### config.mk
export PLATFORM = sky130hd
export DESIGN_NAME = fifo_uart_tx
export DESIGN_NICKNAME = d
export VERILOG_FILES = /design/src/rtl/fifo_uart_tx_pkg.sv /design/src/rtl/fifo_uart_tx_bit_timer.sv /design/src/rtl/fifo_uart_tx.sv
export SDC_FILE = /design/constraint.sdc
export NUM_CORES = 1
export LEC_CHECK = 0
export CAP_MARGIN = 20
export CORE_UTILIZATION = 44
export DETAILED_ROUTE_END_ITERATION = 10
export PLACE_DENSITY = 0.7
export SLEW_MARGIN = 40
export SYNTH_ARGS = -nofsm -noshare
export SYNTH_HDL_FRONTEND = slang
export SYNTH_SLANG_ARGS = --single-unit
### constraint.sdc
create_clock -name clk -period 3.8 [get_ports clk]
set_clock_uncertainty 0.05 [all_clocks]
set_input_delay 0.57 -clock clk [delete_from_list [all_inputs] [get_ports clk]]
set_output_delay 0.57 -clock clk [all_outputs]
set_load 0.01 [all_outputs]
### src/rtl/fifo_uart_tx_pkg.sv
// State encodings and line levels shared by the FIFO-draining 8N1 UART transmitter.
package fifo_uart_tx_pkg;

    typedef enum logic [2:0] {
        S_IDLE  = 3'd0,
        S_READ  = 3'd1,
        S_LOAD  = 3'd2,
        S_START = 3'd3,
        S_DATA  = 3'd4,
        S_STOP  = 3'd5
    } state_e;

    localparam logic START_LVL = 1'b0;
    localparam logic STOP_LVL  = 1'b1;
    localparam logic IDLE_LVL  = 1'b1;

    // The bit timer is held at zero until the start bit begins.
    function automatic logic is_setup_state(input state_e s);
        return (s == S_IDLE) || (s == S_READ) || (s == S_LOAD);
    endfunction

endpackage

### src/rtl/fifo_uart_tx_bit_timer.sv
// Bit-period counter: wraps 0..CLKS_PER_BIT-1, flags the last and second-to-last clock.
module fifo_uart_tx_bit_timer #(
    parameter int CLKS_PER_BIT = 16
) (
    input  logic clk,
    input  logic rst_n,
    input  logic clear,
    output logic tick,
    output logic pre_tick
);
    import fifo_uart_tx_pkg::*;

    localparam int CNT_W = $clog2(CLKS_PER_BIT);
    localparam logic [CNT_W-1:0] LAST = CNT_W'(CLKS_PER_BIT - 1);
    localparam logic [CNT_W-1:0] PRE  = CNT_W'(CLKS_PER_BIT - 2);

    logic [CNT_W-1:0] cnt_r;
    logic [CNT_W-1:0] cnt_nxt_s;

    // Next count: restart on clear or at the end of each bit period.
    always_comb begin
        cnt_nxt_s = cnt_r;
        if (clear || tick) begin
            cnt_nxt_s = '0;
        end else begin
            cnt_nxt_s = cnt_r + CNT_W'(1);
        end
    end

    // Counter register.
    always_ff @(posedge clk or negedge rst_n) begin
        if (!rst_n) begin
            cnt_r <= '0;
        end else begin
            cnt_r <= cnt_nxt_s;
        end
    end

    assign tick     = (cnt_r == LAST);
    assign pre_tick = (cnt_r == PRE);

endmodule

### src/rtl/fifo_uart_tx.sv
// Drains fifo_top one byte at a time and sends each byte as an 8N1 frame on tx.
module fifo_uart_tx #(
    parameter int DATA_W       = 8,
    parameter int CLKS_PER_BIT = 16
) (
    input  logic              clk,
    input  logic              rst_n,
    input  logic              fifo_empty,
    input  logic [DATA_W-1:0] fifo_data,
    output logic              read_signal,
    output logic              tx,
    output logic              busy,
    output logic              byte_done
);
    import fifo_uart_tx_pkg::*;

    localparam int IDX_W = $clog2(DATA_W);
    localparam logic [IDX_W-1:0] LAST_IDX = IDX_W'(DATA_W - 1);

    state_e            state_r;
    logic [DATA_W-1:0] shift_r;
    logic [IDX_W-1:0]  bit_idx_r;
    logic              tick_s;
    logic              pre_tick_s;
    logic              clear_s;

    assign clear_s = is_setup_state(state_r);

    fifo_uart_tx_bit_timer #(
        .CLKS_PER_BIT (CLKS_PER_BIT)
    ) u_bit_timer (
        .clk      (clk),
        .rst_n    (rst_n),
        .clear    (clear_s),
        .tick     (tick_s),
        .pre_tick (pre_tick_s)
    );

    // Frame FSM; every output is set one clock ahead so it lines up with its state.
    always_ff @(posedge clk or negedge rst_n) begin
        if (!rst_n) begin
            state_r     <= S_IDLE;
            shift_r     <= '0;
            bit_idx_r   <= '0;
            read_signal <= 1'b0;
            tx          <= IDLE_LVL;
            busy        <= 1'b0;
            byte_done   <= 1'b0;
        end else begin
            read_signal <= 1'b0;
            byte_done   <= 1'b0;
            case (state_r)
                S_IDLE: begin
                    if (!fifo_empty) begin
                        state_r     <= S_READ;
                        read_signal <= 1'b1;
                        busy        <= 1'b1;
                    end else begin
                        busy <= 1'b0;
                    end
                end
                S_READ: begin
                    state_r <= S_LOAD;
                end
                S_LOAD: begin
                    shift_r   <= fifo_data;
                    bit_idx_r <= '0;
                    tx        <= START_LVL;
                    state_r   <= S_START;
                end
                S_START: begin
                    if (tick_s) begin
                        tx      <= shift_r[0];
                        state_r <= S_DATA;
                    end
                end
                S_DATA: begin
                    if (tick_s) begin
                        if (bit_idx_r == LAST_IDX) begin
                            tx      <= STOP_LVL;
                            state_r <= S_STOP;
                        end else begin
                            shift_r   <= shift_r >> 1;
                            tx        <= shift_r[1];
                            bit_idx_r <= bit_idx_r + IDX_W'(1);
                        end
                    end
                end
                S_STOP: begin
                    // pre_tick marks the clock before the last stop-bit clock.
                    byte_done <= pre_tick_s;
                    if (tick_s) begin
                        tx      <= IDLE_LVL;
                        busy    <= 1'b0;
                        state_r <= S_IDLE;
                    end
                end
                default: begin
                    state_r     <= S_IDLE;
                    tx          <= IDLE_LVL;
                    busy        <= 1'b0;
                    read_signal <= 1'b0;
                end
            endcase
        end
    end

endmodule

### Word-level counts from Yosys, hierarchy flattened

Index checks and enable logic that the tools add are counted.

* register bits after elaboration: 22
* input port bits: 11
* output and inout port bits: 4
* logic and storage cells: 60

* add/subtract/negate cells: 2
* equality and inequality tests: 14
* muxes and demuxes: 23
* bitwise logic cells: 2
* reduce and logical (&&, ||, !) cells: 11

Operators with widths (number)
* $mux 3: 7
* $pmux 3 s6: 1
* $mux 8: 2
* $pmux 8 s2: 1
* $eq 3x3->1 const B: 3
* $eq 4x4->1 const B: 2
* $mux 1: 8
* $eq 3x2->1 const B: 2
* $ne 2x1->1 const B: 3
* $ne 2x2->1 const B: 3
* $pmux 3 s2: 1
* $pmux 1 s5: 1
* $reduce_and 5->1: 1
* $add 4x1->4 const B: 1
* $mux 4: 1
* $reduce_and 4->1: 1
* $reduce_or 4->1: 1
* $add 3x1->3 const B: 1
* $eq 3x1->1 const B: 1
* $logic_not 3->1: 1
* $logic_or 1x1->1: 3
* $pmux 1 s3: 1
* $reduce_and 3->1: 1
* $not 1->1: 2
* other kinds (3): 3

### Logic depth before layout (Yosys ltp)

Gate-level depths: netlist of the first run.

* depth in word-level cells: 5
* mapped depth: 6
* gate-level depth less buffers: 5

### Hierarchy

From an unflattened synthesis of the first run, not the netlist that was laid out.

* cells, all modules: 102
* area total of the unflattened synthesis: 1196.1 µm²

Modules (own cells, without submodules)
* fifo_uart_tx: instances 1, cells each 83, area an instance 996.0 µm², seq. area each 451.7 µm²
* fifo_uart_tx_bit_timer: instances 1, cells each 19, area an instance 200.2 µm², seq. area each 100.1 µm²

### Least setup slack after synthesis of the first run

No wires, ideal clock.

* kind: register to register
* start point: register bit_idx_r[0]
* end point: register shift_r[2]
* library setup time: 0.123 ns
* arrival time: 1.605 ns
* data required time: 3.627 ns
* path slack: 2.023 ns
* cell stages (with the launch flop): 7
* path buffers: 1
* clock period less this slack: 1.777 ns
* cell sequence: dfrtp_1 -> ha_1 -> ha_1 -> nand4b_1 -> or2_1 -> buf_6 -> o221a_2

* longest elaborated chain between the ends: 3

RTL lines
* from (decl): RTL line fifo_uart_tx.sv:22 `logic [IDX_W-1:0] bit_idx_r;`
* from (signal assigned): RTL line fifo_uart_tx.sv:85 `bit_idx_r <= bit_idx_r + IDX_W'(1);`
* $eq 3x3->1: RTL line fifo_uart_tx.sv:79 `if (bit_idx_r == LAST_IDX) begin`
* $ne 2x2->1 (no source line)
* $reduce_and 3->1 (no source line)
* to (signal assigned): RTL line fifo_uart_tx.sv:66 `shift_r <= fifo_data;`
* to (signal assigned): RTL line fifo_uart_tx.sv:83 `shift_r <= shift_r >> 1;`
* to (decl): RTL line fifo_uart_tx.sv:21 `logic [DATA_W-1:0] shift_r;`

No other way between the ends.
A chain may end at the register's enable or synchronous reset.

### Worst setup path in the final report of the first run

* start point: register bit_idx_r[0]
* end point: register shift_r[0]

The elaborated chain is that of the path after synthesis.

==> impl_metrics.csv, run 1 <==
group,metric,value,unit
timing,min_period_over_period,53.3,%
outcome,status,"finished clean",
yosys,synth.avg_cell_area,10.8,um2
route,post_drt_wl_per_cell,14.1,um
yosys,synth_fp_nets,116,
power,power.leakage,0.000555,uW
placement,dp_hpwl,1.39,mm
route,antenna_left,0,
yosys,synth_most_common_cell,"dfrtp_1",
timing,finalCriticalPeriod,2020,ps
route,route.detailed.drc,0,
worst_setup_path,slowest_delay,530,ps
placement,portBuffers,14,
cells_and_area,nets,129,
worst_setup_path,critPathMostFrequentCell,"ha_1",
clocking,h-tree-depth,1,
global_routing,grt_pass1_vias,767,
die,core-area,2280,um2
route,vias,798,
worst_setup_path,end_kind,"register",
clocking,clockBufferDepth,2,
route,dr.pass1.iters,4,
global_routing,grt_max_degree,23,
die,ios,15,
run,maxCapViolations,0,
clocking,post_cts_resized,0,
global_routing,grt_usage,17.9,%
placement,dp_slack,1840,ps
yosys,synthFlopType,"dfrtp_1",
die,fp.dieH,51.9,um
yosys,synth_cell_types,34,
timing,slew_viol_final,0,
yosys,yosysWarningCount,0,
die,dieArea,2690,um2
worst_setup_path,crit_path_max_fanout,8,
worst_setup_path,worstSetupPathType,"register to register",
clocking,post-cts-setup-buffer-count,0,
route,first_iter_violations,12,
clocking,cts.sinks,22,
worst_hold_path,worst_hold_path_type,"input port to async pin",
yosys,async_flop_share,100,%
power,ir_drop,207,uV
power,powerDensity,345,nW/um2
timing,rsz0062_at_grt,"false",
yosys,syn_area,1090,um2
cells_and_area,drive_above_1_share,15.0,%
global_routing,antenna_found_initial,0,
worst_setup_path,critPathTopFamily,"compound AO/OA/AOI/OAI gates",
worst_setup_path,cp_slowest_cell,"o21ai_1",
timing,slew_headroom,60.1,%
die,start_util,48.1,%
timing,fin_ws,1780,ps
clocking,cts.reportedPaths.clkPinSlew,120,ps
clocking,cts_root_buf,"clkbuf_4",
timing,finalHoldViolCount,0,
yosys,synth.largest_area_cell,"dfrtp_1",
worst_setup_path,worstPathRequired,4000,ps
global_routing,overflow,0,
yosys,synth_edf_count,0,
placement,place_congestion,0.733,
worst_setup_path,path_cells,"ha_1 > ha_1 > nand4b_1 > o21ai_1 > o221a_2",
timing,max_freq,0.494,GHz
clocking,numCtsBuffers,3,
worst_setup_path,setup.worst_path.start_class,"register",
global_routing,grt_pass1_wl,3.44,mm
yosys,synth.top_cell.area_share,48.0,%
die,die_w,51.9,um
cells_and_area,syn_to_final_growth,18.1,%
yosys,ys_ff_latch,22,
route,vias_per_cell,5.66,
timing,worst-slew-pin-transition,595,ps
timing,setup_tns,0,ps
worst_setup_path,arrival,2230,ps
die,rows,17,
clocking,cts_hold_buf,0,
cells_and_area,antennaDiodeCount,0,
clocking,cts_tree,"yes",
yosys,ys_seq_area_share,50.4,%
timing,setup_viol,0,
worst_setup_path,crit_buf_inv,0,
yosys,synthTopCellsByArea,"dfrtp_1, o221a_2, nand2b_1, ha_1, mux2i_1",
route,wl,1.99,mm
cells_and_area,fillCellCount,196,
yosys,syn_inst,101,
yosys,ys_top_cells_by_count,"dfrtp_1, nand2b_1, nor2_1, o221a_2",
clocking,clock_latency,320,ps
-- cell type report --
type | instances | area (um2) | area share, %
inverters | 4 | 15.0 | 1.16
flip-flops and latches | 22 | 552 | 42.7
clock buffers | 3 | 22.5 | 1.74
repair buffers | 14 | 135 | 10.5
clock inverters | 1 | 30.0 | 2.32
multi-input cells | 69 | 503 | 38.9
well taps | 28 | 35.0 | 2.71
-- kinds of logic (layout without fill, tap and decap cells) --
| group | count (synthesis) | in the layout | share of synthesized area, % |
|---|---|---|---|
| buffers and inverters | 10 | 22 | 4.11 |
| AOI/OAI and AO/OA | 24 | 24 | 16.8 |
| adders and majority gates | 4 | 4 | 4.57 |
| xor gates and xnor gates | 1 | 1 | 0.800 |
| muxes | 3 | 3 | 2.74 |
| and+or+nand+nor | 37 | 37 | 20.6 |
| DFF | 22 | 22 | 50.4 |
-- final timing paths --
kind | from | to | slack, ps | cells past startpoint
worst max register to register | bit_idx_r[0]$_DFFE_PN0P_ | shift_r[0]$_DFFE_PN0P_ | 1780 | 5
worst max-delay path | bit_idx_r[0]$_DFFE_PN0P_ | shift_r[0]$_DFFE_PN0P_ | 1780 | 5
worst min register to register | bit_idx_r[0]$_DFFE_PN0P_ | bit_idx_r[0]$_DFFE_PN0P_ | 470 | 1
min in group clk | bit_idx_r[0]$_DFFE_PN0P_ | bit_idx_r[0]$_DFFE_PN0P_ | 470 | 1
worst min-delay path | rst_n | byte_done$_DFF_PN0_ | 140 | 1
max in group asynchronous | rst_n | tx$_DFFE_PN1P_ | 3190 | 1
-- cell usage in the layout (no fill, tap or decap), types with 2 or more instances in the layout --
master	instances
dfrtp_1	21
clkdlybuf4s50_1	13
nand2b_1	10
nor2_1	7
o221a_2	7
o21ai_0	5
a21oi_1	4
inv_1	4
ha_1	4
nand4_1	3
mux2i_1	3
clkbuf_4	3
nand3_1	2
nand4b_1	2
or3_1	2
a31o_2	2
o211ai_1	2
-- layer usage --
metal,vias up,track usage (%),share of wire (%)
met3,5,3.51,2.6
met2,13,27.1,44
met4,0,10.8,2.4
met1,381,23.3,51
met5,-,0,0
li1,399,-,-
-- metrics by stage --
stage | std cells | power (uW) | hold slack (ps) | cell area, um2 | utilization, %
6_report | 141 | 446 | 140 | 1290 | 56.8
5_1_grt | 141 | 465 | 152 | 1290 | 56.8
4_1_cts | 141 | 451 | 146 | 1290 | 56.8
3_5_place_dp | 137 | 272 | 456 | 1240 | 54.5
3_3_place_gp | 137 | 271 | 419 | 1240 | 54.5
2_1_floorplan | 101 | 254 | 224 | 1090 | -
-- state kept, by name (all words and copies together) (netlist names) --
name               count
shift_r                8
u_bit_timer.cnt_r      4
bit_idx_r              3
state_r                3
busy                   1
byte_done              1
read_signal            1
tx                     1
-- where the power goes --
group | internal (uW) | switching, uW | total [uW]
Combinational | 16.1 | 7.97 | 24.1
Clock | 107 | 72.2 | 179
Sequential | 239 | 3.32 | 243
Total | 362 | 83.5 | 446
-- worst reg2reg max path, stage by stage, from the launching register on --
cell and delay, ps:
dfrtp_1 420, ha_1 210, ha_1 200, nand4b_1 240
o21ai_1 530, o221a_2 310
Power figures use the tool's default switching activity.
==> inputs of run 2 (changes only) <==
PLACE_DENSITY = 0.73   (was 0.7)
clock period = 1.75 ns   (was 3.8 ns; I/O delays follow)
==> impl_metrics.csv, run 2 (synthesis gave the netlist of run 1 again) <==
group,metric,value,unit
outcome,status,"finished clean",
timing,setup_tns,0,ps
run,maxCapViolations,0,
timing,finalHoldViolCount,0,
clocking,numCtsBuffers,3,
worst_setup_path,crit_path_max_fanout,11,
worst_setup_path,r2r_end,"shift_r[6]$_DFFE_PN0P_",
clocking,cts.reportedPaths.clkPinSlew,130,ps
cells_and_area,max_flop_register,"shift_r",
power,finalPower,975,uW
power,ir_drop,504,uV
global_routing,grt_usage,19.3,%
route,first_iter_violations,16,
die,ios,15,
power,powerDensity,695,nW/um2
cells_and_area,final_common_cell,"dfrtp_1",
global_routing,antenna_found_initial,0,
timing,max_freq,0.594,GHz
clocking,clockBufferDepth,2,
die,start_util,48.1,%
route,post_drt_wl_per_cell,14.3,um
cells_and_area,finalInstanceArea,1400,um2
cells_and_area,reg_top3,"shift_r: 8 flops, u_bit_timer.cnt_r: 4 flops",
die,core-area,2280,um2
worst_setup_path,reg2reg_from,"bit_idx_r[1]$_DFFE_PN0P_",
cells_and_area,seqCellArea,552,um2
clocking,cts_root_buf,"clkbuf_4",
die,rows,17,
route,vias,861,
worst_setup_path,ff2ff_path_depth,5,
placement,dpl_cell_area,1330,um2
die,fp.dieH,51.9,um
route,route.detailed.drc,0,
route,antenna_left,0,
die,die_w,51.9,um
worst_setup_path,setup.worst_path.start_class,"register",
clocking,clock_latency,310,ps
cells_and_area,antennaDiodeCount,0,
cells_and_area,syn_to_final_growth,28.1,%
clocking,cts_tree,"yes",
timing,slew_headroom,75.6,%
worst_setup_path,worstPathRequired,1920,ps
timing,finalCriticalPeriod,1680,ps
worst_setup_path,arrival,1850,ps
route,wl,2.18,mm
clocking,cts.sinks,22,
placement,portBuffers,14,
worst_setup_path,end_kind,"register",
timing,setup_viol,0,
route,vias_per_cell,5.66,
cells_and_area,nets,140,
cells_and_area,layout_common_cells,"dfrtp_1, clkdlybuf4s50_1, nand2b_1, buf_4",
cells_and_area,stdcell_count,152,
clocking,h-tree-depth,1,
placement,dp_cells,148,
route,dr.pass1.iters,4,
die,dieArea,2690,um2
power,power.leakage,0.000615,uW
worst_hold_path,worst_hold_path_type,"input port to async pin",
timing,min_period_over_period,96.2,%
timing,worst-slew-pin-transition,363,ps
clocking,post-cts-setup-buffer-count,0,
global_routing,grt_max_degree,23,
placement,place_congestion,0.789,
timing,slew_viol_final,0,
timing,rsz0062_at_grt,"true",
cells_and_area,fillCellCount,188,
worst_setup_path,reg2reg_slack,70,ps
placement,dp_hpwl,1.57,mm
cells_and_area,multiInputGateArea,519,um2
cells_and_area,drive_above_1_share,24.2,%
worst_setup_path,worstSetupPathType,"register to register",
cells_and_area,fin_util,61.6,%
global_routing,grt_pass1_vias,864,
cells_and_area,largest_reg_flops,8,
global_routing,overflow,0,
global_routing,grt_pass1_wl,3.78,mm
[run 2: per-stage QoR]
stage | hold slack [ps] | worst slack (ps)
5_1_grt | 256 | -26.7
3_5_place_dp | 448 | -35.6
6_report | 224 | 66.2
2_1_floorplan | -83.1 | 6.55
3_3_place_gp | 439 | 20.7
4_1_cts | 228 | 28.4
[run 2: layout make-up]
class / instances / area share, %
clock buffer: 3 / 1.61
timing repair buffer: 25 / 16.3
tap: 28 / 2.50
sequential: 22 / 39.3
clock inverter: 1 / 2.14
multi-input combinational: 69 / 37.0
inverter: 4 / 1.07
[run 2: critical path, cell delays in order, from the launching register on]
cell and delay [ps]:
dfrtp_1 410, ha_2 200, ha_4 160, nand4b_1 180, or2_4 300, o221a_2 280
[run 2: how the worst max path moves through the flow]
stage / startpoint / endpoint / slack, ps / cells after the start
finish: bit_idx_r[1]$_DFFE_PN0P_ / shift_r[6]$_DFFE_PN0P_ / 70 / 5
global route: bit_idx_r[1]$_DFFE_PN0P_ / shift_r[3]$_DFFE_PN0P_ / -30 / 5
CTS: bit_idx_r[1]$_DFFE_PN0P_ / shift_r[6]$_DFFE_PN0P_ / 30 / 5
detailed placement: bit_idx_r[1]$_DFFE_PN0P_ / shift_r[2]$_DFFE_PN0P_ / -40 / 5
global placement: bit_idx_r[1]$_DFFE_PN0P_ / shift_r[3]$_DFFE_PN0P_ / 20 / 5
floorplan: bit_idx_r[0]$_DFFE_PN0P_ / shift_r[2]$_DFFE_PN0P_ / 7 / 6
[run 2: metal layers]
layer	vias up	wire length, um	track usage [%]
li1	419	-	-
met4	0	23	9.46
met1	417	991	23.7
met2	21	1080	32.7
met3	4	85	2.92
met5	-	0	0
[run 2: repair_timing]
item | CTS | global route
pin swaps | 0 | 1
hold buffers | 0 | 0
resized for setup | 1 | 4
setup endpoints to repair | 8 | 11
[run 2: power breakdown]
group / internal (uW) / switching [uW]
clock network: 231 / 161
registers: 520 / 7.04
logic: 37.3 / 18.0
==> inputs of run 3 (changes only) <==
CORE_UTILIZATION = 28   (was 44)
PLACE_DENSITY = 0.52   (was 0.73)
SKIP_LAST_GASP = 1   (was unset)
==> impl_metrics.csv, run 3 (synthesis gave the netlist of run 1 again) <==
group,metric,value,unit
outcome,status,"finished clean",
route,first_iter_violations,55,
timing,rsz0062_at_grt,"false",
worst_setup_path,slowest_delay,540,ps
cells_and_area,nets,142,
worst_setup_path,crit_path_max_fanout,3,
power,power.switching,194,uW
die,rows,22,
timing,worst-slew-pin-transition,365,ps
cells_and_area,largest_reg_flops,8,
timing,slew_headroom,75.4,%
clocking,cts.reportedPaths.clkPinSlew,80,ps
global_routing,antenna_found_initial,0,
cells_and_area,reg_top3,"shift_r: 8 flops, u_bit_timer.cnt_r: 4 flops",
power,ir_drop,258,uV
die,die_w,64.5,um
worst_setup_path,setup.worst_path.start_class,"register",
die,dieArea,4160,um2
global_routing,grt_usage,12.8,%
timing,max_freq,0.607,GHz
cells_and_area,drive_above_1_share,24.6,%
power,power.leakage,0.000622,uW
timing,slew_viol_final,0,
global_routing,grt_max_degree,23,
clocking,h-tree-depth,1,
cells_and_area,max_flop_register,"shift_r",
cells_and_area,multiInputGateArea,505,um2
placement,portBuffers,14,
worst_setup_path,critPathLaunch,"tx$_DFFE_PN1P_",
cells_and_area,seqCellArea,552,um2
route,route.detailed.drc,0,
clocking,cts_hold_buf,0,
worst_setup_path,reg2reg_from,"bit_idx_r[1]$_DFFE_PN0P_",
worst_setup_path,cp_slowest_cell,"dfstp_2",
power,finalPower,1060,uW
cells_and_area,finalInstanceArea,1440,um2
route,vias_per_cell,4.92,
clocking,cts_root_buf,"clkbuf_8",
global_routing,overflow,0,
placement,dpl_cell_area,1370,um2
global_routing,grt_pass1_vias,907,
die,ios,15,
route,vias,856,
clocking,numCtsBuffers,3,
timing,whs,289,ps
cells_and_area,fin_util,38.8,%
die,fp.dieH,64.5,um
route,dr.pass1.iters,4,
worst_setup_path,arrival,1340,ps
power,powerDensity,733,nW/um2
die,start_util,29.5,%
timing,setup_tns,0,ps
timing,setup_viol,0,
timing,finalHoldViolCount,0,
power,intPower,863,uW
worst_setup_path,worstSetupPathType,"register to output port",
power,power_frac_comb,5.3,%
worst_setup_path,worstPathRequired,1440,ps
route,antenna_left,0,
timing,min_period_over_period,94.2,%
clocking,clockBufferDepth,2,
cells_and_area,fillCellCount,390,
cells_and_area,layout_common_cells,"dfrtp_1, clkdlybuf4s50_1, buf_4",
cells_and_area,antennaDiodeCount,0,
worst_setup_path,crit_buf_inv,1,
placement,dp_hpwl,1.61,mm
worst_setup_path,path_cells,"clkdlybuf4s50_1",
worst_hold_path,worst_hold_path_type,"input port to async pin",
timing,finalCriticalPeriod,1650,ps
placement,place_congestion,0.727,
run,maxCapViolations,0,
cells_and_area,final_common_cell,"dfrtp_1",
power,clkPwrFrac,44.9,%
power,swShare,18.4,%
clocking,clock_latency,270,ps
clocking,cts_tree,"yes",
worst_setup_path,critPathTopFamily,"flip-flops",
global_routing,grt_pass1_wl,4.05,mm
route,wl,2.20,mm
power,seq_power_share,49.8,%
worst_setup_path,end_kind,"output port",
clocking,post-cts-setup-buffer-count,0,
cells_and_area,syn_to_final_growth,31.7,%
clocking,cts.sinks,22,
die,core-area,3720,um2
route,post_drt_wl_per_cell,12.6,um
run 3: path summary, 6_finish.rpt:
| path | to | slack, ps | cells after the start |
|---|---|---|---|
| min in group clk | u_bit_timer.cnt_r[0]$_DFF_PN0_ | 460 | 1 |
| hold reg to reg | u_bit_timer.cnt_r[0]$_DFF_PN0_ | 460 | 1 |
| setup reg to reg | shift_r[3]$_DFFE_PN0P_ | 110 | 7 |
| setup / recovery | tx | 100 | 1 |
| hold / removal | shift_r[3]$_DFFE_PN0P_ | 290 | 2 |
| max in group asynchronous | tx$_DFFE_PN1P_ | 1080 | 2 |
run 3: metal layers:
metal  track usage, %  part of all wire, %
met5                0                    0
met4             6.67                  1.2
met3             2.99                  2.8
met2             20.3                   47
met1             16.2                   49
run 3: timing repair:
item                                    4_1_cts  5_1_grt
pin swaps                                     0        1
endpoints found under the setup margin        3        1
cloned                                        0        0
gates resized for setup                       1        0
run 3: power by group through the flow:
stage               Sequential (uW)  Clock [uW]  Combinational, uW
floorplan                       535           0               15.8
global placement                536           0               55.9
detailed placement              536           0               57.6
CTS                             526         488               57.7
global route                    528         507               62.0
finish                          526         475               56.0
run 3: area by class of cell:
| type | instances | area share [%] |
|---|---|---|
| tap | 48 | 4.17 |
| multi-input combinational | 69 | 35.1 |
| sequential | 22 | 38.3 |
| timing repair buffer | 27 | 16.5 |
| inverter | 4 | 1.04 |
| clock buffer | 3 | 2.86 |
| clock inverter | 1 | 2.08 |
run 3: stage by stage:
stage	std cells	setup slack (ps)
floorplan	101	6.55
global placement	170	28.8
detailed placement	170	1.49
CTS	174	65.1
global route	174	3.61
finish	174	102
